`config.mk`:
```
export PLATFORM = sky130hd
export DESIGN_NAME = pipe_sequencer
export DESIGN_NICKNAME = d
export VERILOG_FILES = /design/src/rtl/pipe_sequencer.sv
export SDC_FILE = /design/constraint.sdc
export NUM_CORES = 1
export LEC_CHECK = 0
export ABC_AREA = 1
export CAP_MARGIN = 10
export CORE_MARGIN = 2
export CORE_UTILIZATION = 35
export CTS_CLUSTER_DIAMETER = 50
export DETAILED_ROUTE_END_ITERATION = 12
export GPL_ROUTABILITY_DRIVEN = 0
export PLACE_DENSITY = 0.57
export SLEW_MARGIN = 25
export SYNTH_ARGS = -nofsm -noshare
export SYNTH_HDL_FRONTEND = slang
export SYNTH_SLANG_ARGS = --single-unit
```
`constraint.sdc`:
```
create_clock -name clk -period 3 [get_ports clk]
set_input_delay 0.6 -clock clk [delete_from_list [all_inputs] [get_ports clk]]
set_output_delay 0.6 -clock clk [all_outputs]
set_load 0.005 [all_outputs]
```
`src/rtl/pipe_sequencer.sv`:
```
// pipe_sequencer
// ---------------
// Pipeline sequencer for the MIPS core. Owns the fetch PC and a per-stage
// bookkeeping slot (valid, dst, wr, load, halt) for stages 1..STAGES-1. From
// these it generates the load enables for the datapath pipeline registers.
// Stage map: 0 = IF, 1 = ID, 2 = EX, 3..STAGES-2 = MEM, STAGES-1 = WB.
//
// Each cycle resolves to one action, highest priority first:
//   halted      : everything frozen, stage_en = 0
//   mem_busy    : whole pipeline frozen, PC included
//   redirect    : PC <= redirect_pc, ID and EX squashed, older stages advance
//   halt-pending: halt token in EX or older; PC holds, bubble into ID
//   hazard      : PC and ID hold, bubble into EX, older stages advance
//   normal      : PC += 4, ID takes the id_* fields, all stages shift
//
// Configuration macro: PIPE_FWD_EN
//   defined   : datapath forwards ALU results, so only load-use against
//               slots 2..STAGES-3 interlocks.
//   undefined : full interlock against every valid writer in slots
//               2..STAGES-1.
//
// Ports
//   clk, rst_b          clock; asynchronous active-low reset
//   mem_busy            memory stage not ready, freezes the pipeline
//   redirect_valid/pc   taken branch / jump / jr resolved in EX
//   id_rs, id_rt        ID source registers, qualified by id_rs/rt_used
//   id_dst, id_wr       ID destination register and write flag
//   id_load, id_halt    ID instruction is a load / a halt
//   pc_out              current fetch address (registered)
//   stage_en            bit s: register feeding stage s loads (bit 0 = PC)
//   stage_valid         bit s: stage s holds a live instruction
//   stall_hazard        register interlock taken this cycle
//   halted              sticky, set when a halt leaves WB

module pipe_sequencer #(
  parameter int unsigned   STAGES   = 5,
  parameter int unsigned   AW       = 32,
  parameter logic [AW-1:0] RESET_PC = '0
) (
  input  logic              clk,
  input  logic              rst_b,
  input  logic              mem_busy,
  input  logic              redirect_valid,
  input  logic [AW-1:0]     redirect_pc,
  input  logic [4:0]        id_rs,
  input  logic [4:0]        id_rt,
  input  logic              id_rs_used,
  input  logic              id_rt_used,
  input  logic [4:0]        id_dst,
  input  logic              id_wr,
  input  logic              id_load,
  input  logic              id_halt,
  output logic [AW-1:0]     pc_out,
  output logic [STAGES-1:0] stage_en,
  output logic [STAGES-1:0] stage_valid,
  output logic              stall_hazard,
  output logic              halted
);

  // Bookkeeping carried alongside each in-flight instruction.
  typedef struct packed {
    logic       valid;
    logic [4:0] dst;
    logic       wr;
    logic       load;
    logic       halt;
  } slot_t;

  // Action chosen for the current cycle.
  typedef enum logic [2:0] {
    ModeHalted,
    ModeFreeze,
    ModeRedirect,
    ModeHaltPend,
    ModeHazard,
    ModeNormal
  } mode_e;

  localparam int unsigned WB = STAGES - 1;

  logic [AW-1:0] pc_q, pc_d;
  logic          halted_q, halted_d;
  slot_t         slot_q [1:STAGES-1];
  slot_t         slot_d [1:STAGES-1];

  slot_t id_slot;
  logic  hazard;
  logic  halt_pend;
  mode_e mode;

  assign id_slot = '{valid: 1'b1, dst: id_dst, wr: id_wr, load: id_load, halt: id_halt};

  // Register interlock: a used, non-zero source of the ID instruction matches
  // the destination of an older in-flight writer that cannot be forwarded.
  always_comb begin
    logic rs_hit;
    logic rt_hit;
    logic cand;
    rs_hit = 1'b0;
    rt_hit = 1'b0;
    for (int unsigned s = 2; s < STAGES; s++) begin
      cand = slot_q[s].valid && slot_q[s].wr && (slot_q[s].dst != 5'd0);
`ifdef PIPE_FWD_EN
      // ALU results forward; only a load still in EX/early MEM must wait.
      cand = cand && slot_q[s].load && (s <= STAGES - 3);
`endif
      if (cand && id_rs_used && (id_rs == slot_q[s].dst)) rs_hit = 1'b1;
      if (cand && id_rt_used && (id_rt == slot_q[s].dst)) rt_hit = 1'b1;
    end
    hazard = slot_q[1].valid && (rs_hit || rt_hit);
  end

  // A halt in EX or beyond stops fetch so nothing younger can follow it.
  always_comb begin
    halt_pend = 1'b0;
    for (int unsigned s = 2; s < STAGES; s++) begin
      if (slot_q[s].valid && slot_q[s].halt) halt_pend = 1'b1;
    end
  end

  always_comb begin
    if (halted_q) begin
      mode = ModeHalted;
    end else if (mem_busy) begin
      mode = ModeFreeze;
    end else if (redirect_valid) begin
      mode = ModeRedirect;
    end else if (halt_pend) begin
      mode = ModeHaltPend;
    end else if (hazard) begin
      mode = ModeHazard;
    end else begin
      mode = ModeNormal;
    end
  end

  // Next-state and stage enables.
  always_comb begin
    pc_d     = pc_q;
    halted_d = halted_q;
    slot_d   = slot_q;
    stage_en = '0;

    unique case (mode)
      ModeHalted: begin
      end
      ModeFreeze: begin
      end
      ModeRedirect: begin
        // No delay slot: both the wrong-path fetch in ID and the one now
        // entering EX are squashed; the redirecting instruction moves on.
        pc_d      = redirect_pc;
        slot_d[1] = '0;
        slot_d[2] = '0;
        for (int unsigned s = 3; s < STAGES; s++) slot_d[s] = slot_q[s-1];
        stage_en  = '1;
      end
      ModeHaltPend: begin
        slot_d[1] = '0;
        for (int unsigned s = 2; s < STAGES; s++) slot_d[s] = slot_q[s-1];
        stage_en    = '1;
        stage_en[0] = 1'b0;
      end
      ModeHazard: begin
        slot_d[2] = '0;
        for (int unsigned s = 3; s < STAGES; s++) slot_d[s] = slot_q[s-1];
        stage_en      = '1;
        stage_en[1:0] = 2'b00;
      end
      ModeNormal: begin
        pc_d      = pc_q + AW'(4);
        slot_d[1] = id_slot;
        for (int unsigned s = 2; s < STAGES; s++) slot_d[s] = slot_q[s-1];
        stage_en  = '1;
      end
      default: begin
      end
    endcase

    // The halt retires on the edge at which it leaves an unfrozen WB.
    if (!halted_q && !mem_busy && slot_q[WB].valid && slot_q[WB].halt) begin
      halted_d = 1'b1;
    end
  end

  always_ff @(posedge clk or negedge rst_b) begin
    if (!rst_b) begin
      pc_q     <= RESET_PC;
      halted_q <= 1'b0;
      for (int unsigned s = 1; s < STAGES; s++) slot_q[s] <= '0;
    end else begin
      pc_q     <= pc_d;
      halted_q <= halted_d;
      slot_q   <= slot_d;
    end
  end

  always_comb begin
    stage_valid[0] = !halted_q;
    for (int unsigned s = 1; s < STAGES; s++) stage_valid[s] = slot_q[s].valid;
  end

  assign stall_hazard = (mode == ModeHazard);
  assign pc_out       = pc_q;
  assign halted       = halted_q;

endmodule

```
==> impl_metrics.toml <==
[logic_synthesis]
synthDominantCellAreaShare_pct = 35.7
synth_cell_type_count = 32
syn_area_sq_um = 4560
synth_nets = 738
synthesis.area_per_instance_sq_um = 6.70
postSynthCellCount = 681
yosys_most_used_dff = "dfrtp_1"
total_of_flip_flops_plus_latches_after_synthesis = 65
main_area_contributors_after_synthesis = "dfrtp_1 (36%), nand2_1 (23%), nand3_1 (11%), inv_1 (3.7%), nor2_1 (3.4%)"
synthArstFlopShare_pct = 100
yosysWarningCount = 0
synth_sequential_area_ratio_pct = 35.7
area_leader_netlist = "dfrtp_1"
synth_edf_count = 0

[floorplanning]
row_count = 41
floorplan.initialDensity_pct = 36.0
die-area_sq_um = 14000
floorplan_core_area_sq_um = 12700
dieHeight_um = 118
design.portCount = 100
die_w_um = 118

[detailed_routing]
totalWireLength_um = 13000
post_drt_wl_per_cell_um = 13.8
detailroute.wirelength.met2_um = 6240
avgViaCountPerCell = 4.91
route.vias.total = 4628
dr_pass1_iterations = 5
route.detailed.drc = 0
route.layer.met1.wl_um = 6100
top_layer_used = "met4"
detailroute.wirelength.met3_um = 556
postRouteAntennaNets = 0
detailed_route_iter0_violations = 296

[finish]
antenna-diode-count = 0
num-nets-final = 824
fillerInstances = 1314
multi_input_gate_area_sq_um = 2520
postLayoutCoreUtil_pct = 46.6
stdcell_count = 943
regArea_sq_um = 1630
area_growth_pct = 29.6
post_route_cells_drive_above_1_share_pct = 8.82

[power_and_ir_drop]
leakage_uw = 0.00298
cellPowerDensity_nw_per_um2 = 396
worst_ir_drop_vdd_mv = 0.285

[cts]
cts_tree = "built"
cts_inserted_buffers = 9
clk_pin_slew_worst_paths_ns = 0.06
post_cts.repair.setup_buffers = 0
htreeDepth = 3
cts_sinks = 65
ctsLongestPathBuffers = 2
clock_latency_on_the_worst_skew_pair_ns = 0.33
cts_root_buffer = "clkbuf_16"

[placed_design]
place_hpwl_um = 9390
io_buffer_count = 98
place.detailed.instances = 928

[critical_path]
critPathArrivalTime_ns = 2.22
required_ns = 2.40
r2r_setup_slack_ns = 0.83
critical_path.startpoint = "id_rt[1]"
crit_path_end_kind = "output pin"
class_of_the_most_critical_setup_path = "in -> out"
worst_r2r_path_depth = 14
critPathMaxFanout = 4
critical_path.reg2reg.startpoint = "slot_q[4]"
crit_path_start_kind = "primary input"
r2r-end = "pc_out[19]"

[global_route]
grt_pass1_vias = 4553
globalRouteTotalUtil_pct = 19.4
grt_max_degree = 66
antenna_violations_before_repair = 0
grt-ovfl-total = 0
grt_pass1_wl_um = 22300

[run]
maxCapViolations = 0

[timing]
setup_tns_ns = 0
tightestPinTransition_ns = 0.865
final_min_period_over_clock_period_pct = 93.9
maxSlewViolCount = 0
achievable-frequency_ghz = 0.355
setup_viol = 0
final_hold_viol_count = 0
worst_slew_margin_relative_to_its_limit_pct = 42.3
fin_worst_skew_ns = 0.00787
fin_crit_ns = 2.82
rsz0062_at_grt = "false"

[outcome]
status = "finished clean"

[hold_path]
hold_crit_class = "in -> async"
-- cell usage after synthesis (5+ instances only) --
library cell and n:
buf_2 10, buf_4 6, buf_6 5, clkbuf_1 9
dfrtp_1 65, inv_1 45, inv_2 9, nand2_1 283
nand3_1 103, nand3_2 12, nand3b_1 11, nand4_1 5
nor2_1 41, nor2_2 5, nor3_1 16, o21ai_0 14
xnor2_1 8, xor2_1 14
-- layout by cell type (no fill, tap or decap) --
| master | synthesis | layout |
|---|---|---|
| nand2_1 | 283 | 283 |
| nand3_1 | 103 | 103 |
| clkdlybuf4s50_1 | 0 | 84 |
| dfrtp_1 | 65 | 65 |
| inv_1 | 45 | 43 |
| nor2_1 | 41 | 40 |
| nor3_1 | 16 | 16 |
| o21ai_0 | 14 | 14 |
| xor2_1 | 14 | 14 |
| nand3_2 | 12 | 12 |
| inv_2 | 9 | 11 |
| nand3b_1 | 11 | 11 |
| buf_4 | 6 | 11 |
| dlygate4sd2_1 | 0 | 10 |
| clkbuf_16 | 0 | 9 |
| xnor2_1 | 8 | 8 |
| nand4_1 | 5 | 5 |
| nor2_2 | 5 | 5 |
| mux2_2 | 3 | 3 |
| clkinvlp_4 | 0 | 3 |
| dlymetal6s2s_1 | 0 | 3 |
| nor2_4 | 1 | 2 |
| o21ai_1 | 2 | 2 |
| nand2_4 | 1 | 2 |
| nor3_2 | 2 | 2 |
| clkinv_4 | 0 | 2 |
| nand4_2 | 1 | 1 |
| nand3_4 | 1 | 1 |
| nor3_4 | 1 | 1 |
| nand2_2 | 2 | 1 |
| o21bai_1 | 1 | 1 |
| ha_1 | 1 | 1 |
| bufinv_16 | 0 | 1 |
| buf_2 | 10 | 1 |
-- final cells by class --
type | instances | area share, %
clock inverter | 6 | 1.19
clock buffer | 9 | 3.81
tap | 172 | 3.64
inverter | 54 | 3.43
timing repair buffer | 109 | 17.8
sequential | 65 | 27.5
multi-input combinational | 528 | 42.6
-- worst max-delay path: stages --
cell	delay (ns)
dlygate4sd2_1	0.28
inv_1	0.12
nand2_1	0.07
nand2_1	0.07
nor2_1	0.04
nand3_1	0.08
nand2_1	0.07
nand2_1	0.07
nand3_2	0.11
nand2_4	0.10
nand2_4	0.05
nand2_1	0.05
clkdlybuf4s50_1	0.49
-- worst max path at each step --
stage                    to  slack (ns)  cells past startpoint
2_1_floorplan   stage_en[0]        0.83                     13
3_3_place_gp   stall_hazard       -0.11                     12
3_5_place_dp   stall_hazard       -0.16                     12
4_1_cts         stage_en[1]        0.01                     12
5_1_grt         stage_en[1]        0.02                     13
6_report        stage_en[1]        0.18                     13
-- logic make-up after synthesis --
kind of cell | share of synthesized area, %
buffers and inverters | 9.43
flip-flops | 35.7
AND/OR/NAND/NOR | 47.8
AO/OA/AOI/OAI | 1.92
multiplexers | 0.740
adder cells (fa/ha/maj) | 0.274
XOR/XNOR | 4.22
-- repair_timing --
action / CTS / global route
pin swaps: 0 / 0
hold buffers: 0 / 0
setup endpoints to repair: 3 / 2
gates resized for setup: 12 / 4
-- sequential cells by signal, summed over array words and instances (netlist names) --
| signal | cells |
|---|---|
| halted | 1 |
| slot_q | 28 |
| pc_out | 32 |
| stage_valid | 4 |
-- stage by stage --
stage	worst slack, ns	power [uW]	hold slack, ns	instance area (sq um)
after floorplan	0.834	1110	0.304	4560
after global placement	-0.113	1310	0.454	5620
after detailed placement	-0.159	1310	0.462	5620
after CTS	0.0111	2360	0.477	5900
after global routing	0.0188	2450	0.513	5910
final	0.183	2340	0.455	5910
-- where the power goes --
part / total [uW] / switching [uW] / internal (uW)
clock: 1050 / 407 / 641
sequential: 981 / 63.2 / 918
combinational: 309 / 140 / 169
-- routing by layer --
| layer | global-route usage [%] | vias to the layer above |
|---|---|---|
| met3 | 3.04 | 12 |
| met4 | 5.65 | 0 |
| li1 | - | 2332 |
| met1 | 26.1 | 2175 |
| met5 | 0 | - |
| met2 | 32.3 | 109 |
(Power assumes the default switching activity.)
